[config.mk]
export PLATFORM = sky130hd
export DESIGN_NAME = vector_sequencer
export DESIGN_NICKNAME = d
export VERILOG_FILES = /design/src/rtl/vector_sequencer.sv
export SDC_FILE = /design/constraint.sdc
export NUM_CORES = 1
export LEC_CHECK = 0
export ABC_AREA = 1
export CELL_PAD_IN_SITES_DETAIL_PLACEMENT = 0
export CELL_PAD_IN_SITES_GLOBAL_PLACEMENT = 1
export CORE_ASPECT_RATIO = 1.4
export CORE_MARGIN = 1.5
export CORE_UTILIZATION = 30
export DETAILED_ROUTE_END_ITERATION = 8
export PLACE_DENSITY = 0.87
export RECOVER_POWER = 100
export SYNTH_ARGS = -nofsm -noshare
export SYNTH_HDL_FRONTEND = slang
export SYNTH_SLANG_ARGS = --single-unit
[constraint.sdc]
create_clock -name clk -period 1.6 [get_ports clk]
set_input_delay 0.16 -clock clk [delete_from_list [all_inputs] [get_ports clk]]
set_output_delay 0.16 -clock clk [all_outputs]
set_load 0.02 [all_outputs]
[src/rtl/vector_sequencer.sv]
// rtl/vector_sequencer.sv - vector instruction sequencer: fetch, decode, per-element issue
//
// Purpose: fetches 16-bit instructions from an external instruction memory
// and replays each vector instruction once per element toward the vector
// control unit. NOP advances the PC without issuing; HALT ends the program
// with a one-cycle done pulse. Datapath backpressure freezes element issue.
//
// Ports:
//   clk        - clock, all state updates on the rising edge
//   rst_n      - synchronous active-low reset
//   start      - launch a program (sampled only while idle)
//   prog_base  - program start address, captured with start
//   imem_addr  - instruction fetch address
//   imem_rd    - fetch strobe; imem_data returns one cycle later
//   imem_data  - instruction word: [15:13] opcode, [12:0] operand
//   stall      - datapath not ready; holds the sequencer while issuing
//   op_code    - opcode to the control unit (NOP encoding when not issuing)
//   operand    - operand field of the current instruction
//   elem_idx   - element currently being issued
//   issue      - op_code/operand/elem_idx valid this cycle
//   busy       - high whenever not idle
//   done       - one-cycle pulse on program completion

module vector_sequencer #(
  parameter int IADDR_W = 8,
  parameter int VLEN    = 8,
  parameter int EIDX_W  = $clog2(VLEN)
) (
  input  logic               clk,
  input  logic               rst_n,
  input  logic               start,
  input  logic [IADDR_W-1:0] prog_base,
  output logic [IADDR_W-1:0] imem_addr,
  output logic               imem_rd,
  input  logic [15:0]        imem_data,
  input  logic               stall,
  output logic [2:0]         op_code,
  output logic [12:0]        operand,
  output logic [EIDX_W-1:0]  elem_idx,
  output logic               issue,
  output logic               busy,
  output logic               done
);

  typedef enum logic [2:0] {
    S_IDLE  = 3'd0,
    S_FETCH = 3'd1,
    S_WAIT  = 3'd2,
    S_ISSUE = 3'd3,
    S_DONE  = 3'd4
  } state_t;

  localparam logic [2:0]        OP_NOP    = 3'b010;
  localparam logic [2:0]        OP_HALT   = 3'b011;
  localparam logic [EIDX_W-1:0] EIDX_LAST = EIDX_W'(VLEN - 1);

  state_t             state, state_nxt;
  logic [IADDR_W-1:0] pc, pc_nxt;
  logic [EIDX_W-1:0]  eidx, eidx_nxt;
  logic [2:0]         ir_op, ir_op_nxt;
  logic [12:0]        ir_opd, ir_opd_nxt;

  always_ff @(posedge clk) begin
    if (!rst_n) begin
      state  <= S_IDLE;
      pc     <= '0;
      eidx   <= '0;
      ir_op  <= OP_NOP;
      ir_opd <= '0;
    end else begin
      state  <= state_nxt;
      pc     <= pc_nxt;
      eidx   <= eidx_nxt;
      ir_op  <= ir_op_nxt;
      ir_opd <= ir_opd_nxt;
    end
  end

  always_comb begin
    state_nxt  = state;
    pc_nxt     = pc;
    eidx_nxt   = eidx;
    ir_op_nxt  = ir_op;
    ir_opd_nxt = ir_opd;
    case (state)
      S_IDLE: begin
        if (start) begin
          pc_nxt    = prog_base;
          state_nxt = S_FETCH;
        end
      end
      S_FETCH: state_nxt = S_WAIT;
      S_WAIT: begin
        // imem_data is the registered response to last cycle's fetch strobe.
        ir_op_nxt  = imem_data[15:13];
        ir_opd_nxt = imem_data[12:0];
        case (imem_data[15:13])
          OP_HALT: state_nxt = S_DONE;
          OP_NOP: begin
            pc_nxt    = pc + IADDR_W'(1);
            state_nxt = S_FETCH;
          end
          default: begin
            eidx_nxt  = '0;
            state_nxt = S_ISSUE;
          end
        endcase
      end
      S_ISSUE: begin
        if (!stall) begin
          if (eidx == EIDX_LAST) begin
            pc_nxt    = pc + IADDR_W'(1);
            state_nxt = S_FETCH;
          end else begin
            eidx_nxt = eidx + EIDX_W'(1);
          end
        end
      end
      S_DONE:  state_nxt = S_IDLE;
      default: state_nxt = S_IDLE;
    endcase
  end

  assign imem_addr = pc;
  assign imem_rd   = (state == S_FETCH);
  assign issue     = (state == S_ISSUE);
  // Outside issue the control unit sees the NOP encoding, which keeps all
  // of its write enables and mux selects deasserted.
  assign op_code   = issue ? ir_op : OP_NOP;
  assign operand   = ir_opd;
  assign elem_idx  = eidx;
  assign busy      = (state != S_IDLE);
  assign done      = (state == S_DONE);

endmodule
==> results by group <==
Clock tree
  – Post-CTS Setup Bufs: 0
  – CTS tree: done
  – CTS Buf Count: 5
  – H-tree levels: 2
  – Root Driver: clkbuf_8
  – Clock Latency Late Sink: 280 ps
  – Clock-pin slew on the worst setup and hold paths: 70 ps
  – Clk buf depth: 2
  – Sink Count: 30
  – Hold-fix buffers at CTS: 0

Drt
  – Routed wl met3: 203 um
  – Final wirelength: 3960 um
  – Drt first pass iters: 4
  – Top Metal Used: met4
  – Initial drt markers: 76
  – DR vias/cell: 4.39
  – DR WL met2: 1990 um
  – Routed len/inst: 11.1 um
  – WL met1: 1710 um
  – DRC Markers: 0
  – Routed vias: 1568
  – Remaining antenna violation count after routing: 0

Floorplanning
  – Initial core utilization: 0.314
  – Num ports: 59
  – Die ar.: 5540 um2
  – Die height: 87.5 um
  – Chip width: 63.4 um
  – Core area: 4880 um2
  – Cell row count: 30

Synthesis
  – Cells after Synth: 219
  – Post-synthesis cell area: 1530 um2
  – Synth top area share: 0.392
  – Top post-synthesis cells by area: dfxtp_1 39%, nand2_1 11%, nor2_1 10%
  – Sequential area share after synthesis: 0.392
  – Synth Net Count: 250
  – Netlist cell types: 25
  – Synth warn: 0
  – Synth area leader: dfxtp_1
  – #FFs+latches synth: 30
  – Syn Area/Cell: 6.99 um2

Critical path
  – Critical path endpoint category: output pin
  – Flop2flop setup slack: 140 ps
  – Startpoint types: flop
  – Critical path class: flop to output pin
  – CP Data Arrival Time: 1350 ps
  – CP Max Fanout: 3
  – Required @ worst endpoint: 1440 ps

STA
  – Hold Fails Final Rpt: 0
  – Unrepaired setup endpoints after global routing: false
  – Setup TNS: 0 ps
  – Finish-stage setup viols: 0
  – Fin. max-slew vios: 0
  – Highest clock rate: 0.662 GHz
  – Min Hold Slack: 457 ps
  – Clock Skew: 8.94 ps
  – Setup slack after layout: 88.6 ps
  – Worst-Margin Slew: 318 ps
  – Period utilization: 0.945
  – Final min period: 1510 ps
  – Max_slew headroom: 0.787

Layout
  – Antenna Cells: 0
  – Fillcell total: 510
  – Layout cells sized above 1: 0.140
  – Finished Layout Cells: 357
  – Fin nets: 323
  – P&R area growth vs syn: 53.0%

Place
  – DPL Wire Length: 2980 um
  – Setup WS pre-CTS: 4.13 ps
  – Port Buffer Count: 58
  – Placer Congestion: 0.777
  – Cell total after placement: 349

Global routing
  – Initial antenna violation count: 0
  – Tot GR Track Use: 0.156
  – First-pass GRT wire length: 6660 um
  – Pin count of the biggest net entering global routing: 17
  – Remaining global-route overflow: 0
  – Vias in the first global route: 1484

Flow run
  – Max Cap Viol: 0

Hold path
  – HP Class: input pin to flop

Outcome
  – Status: completed

Power and ir drop
  – Pwr/cell area: 1800 nW/um2
  – Peak VDD IR: 0.822 mV
  – Total Power: 0.00421 W
  – Leak pwr: 1.08 nW
[path summary, 6_finish.rpt]
check	start	to	cells after the start
min	imem_data[5]	operand[5]$_SDFFE_PN0N_	3
max reg2reg	state[2]$_SDFFE_PN0P_	state[1]$_SDFFE_PN0P_	11
min reg2reg	ir_op[2]$_SDFFE_PN0N_	ir_op[2]$_SDFFE_PN0N_	2
max	state[1]$_SDFFE_PN0P_	imem_rd	3
[cell usage after synthesis]
master    instances
nand2_8           1
nand2_2           3
or2_2             2
o21bai_1          1
nor2_4            2
dfxtp_1          30
nor3_1            3
buf_6             2
ha_1              3
inv_1            20
nand3b_1          2
nand2_1          46
o21ai_2           1
nand4_4           1
nor2_1           42
a21oi_1          14
clkinv_1          1
o21ai_0          21
clkbuf_1          4
nor2_2            3
nand3_1          10
nand3_4           1
nand4_1           2
nand2_4           2
inv_2             2
[cell type report]
type / instances / area, um2 / share of cell area
multi-input cells: 160 / 803 / 0.343
clock inverters: 2 / 12.5 / 0.00534
clock buffers: 6 / 82.6 / 0.0353
flip-flops and latches: 30 / 602 / 0.257
well taps: 64 / 80.1 / 0.0342
inverters: 23 / 86.3 / 0.0369
repair buffers: 72 / 674 / 0.288
[report_power, final]
group	internal [W]	total (W)	switching, W
clock	0.000345	0.000641	0.000296
sequential	0.00104	0.00125	0.000213
combinational	0.000979	0.00232	0.00134
[state kept, by name, indices dropped and copies added, names as in the netlist]
register,cells
ir_op,3
operand,13
elem_idx,3
state,3
imem_addr,8
[worst max-delay path: stages (launching register included)]
cell	delay (ps)
dfxtp_1	340
clkbuf_2	130
nor3_1	250
clkdlybuf4s15_1	350
[per-stage QoR]
step / area, um2 / utilization
floorplan: 1530 / -
global placement: 2270 / 0.465
detailed placement: 2270 / 0.465
finish: 2340 / 0.480
global route: 2340 / 0.480
CTS: 2350 / 0.482
[layer usage]
layer	track usage	up-vias
met1	0.169	674
li1	-	845
met2	0.282	45
met3	0.0414	4
met5	0	-
met4	0.0692	0
[repair_timing]
| item | in CTS | in global routing |
|---|---|---|
| endpoints found under the setup margin | 7 | 7 |
| pin swaps | 0 | 2 |
| endpoints found under the hold margin | 0 | 0 |
| resized for setup | 10 | 6 |
[logic make-up after synthesis]
logic type	after synthesis	synth area share
AND/OR/NAND/NOR	120	0.377
AO/OA/AOI/OAI	37	0.125
flip-flops	30	0.392
buffers and inverters	29	0.0809
adder cells (fa/ha/maj)	3	0.0245
[cells in the final DEF, fill, tap and decap left out, types with 2 or more instances in the layout]
cell type        count
clkdlybuf4s15_1      2
nand2_1             47
inv_1               19
buf_4                9
o21ai_0             21
dfxtp_1             29
nand4_1              2
nand3_1             10
clkdlybuf4s50_1     34
ha_1                 3
dlygate4sd3_1       17
nand3b_1             2
a21oi_1             14
nor2_2               3
dlygate4sd2_1        3
clkbuf_1             2
clkbuf_8             6
nor3_1               3
nor2_4               2
nand2_4              2
clkbuf_2             3
nand2_2              2
or2_2                2
inv_2                3
nor2_1              42
Power figures use the tool's default switching activity.
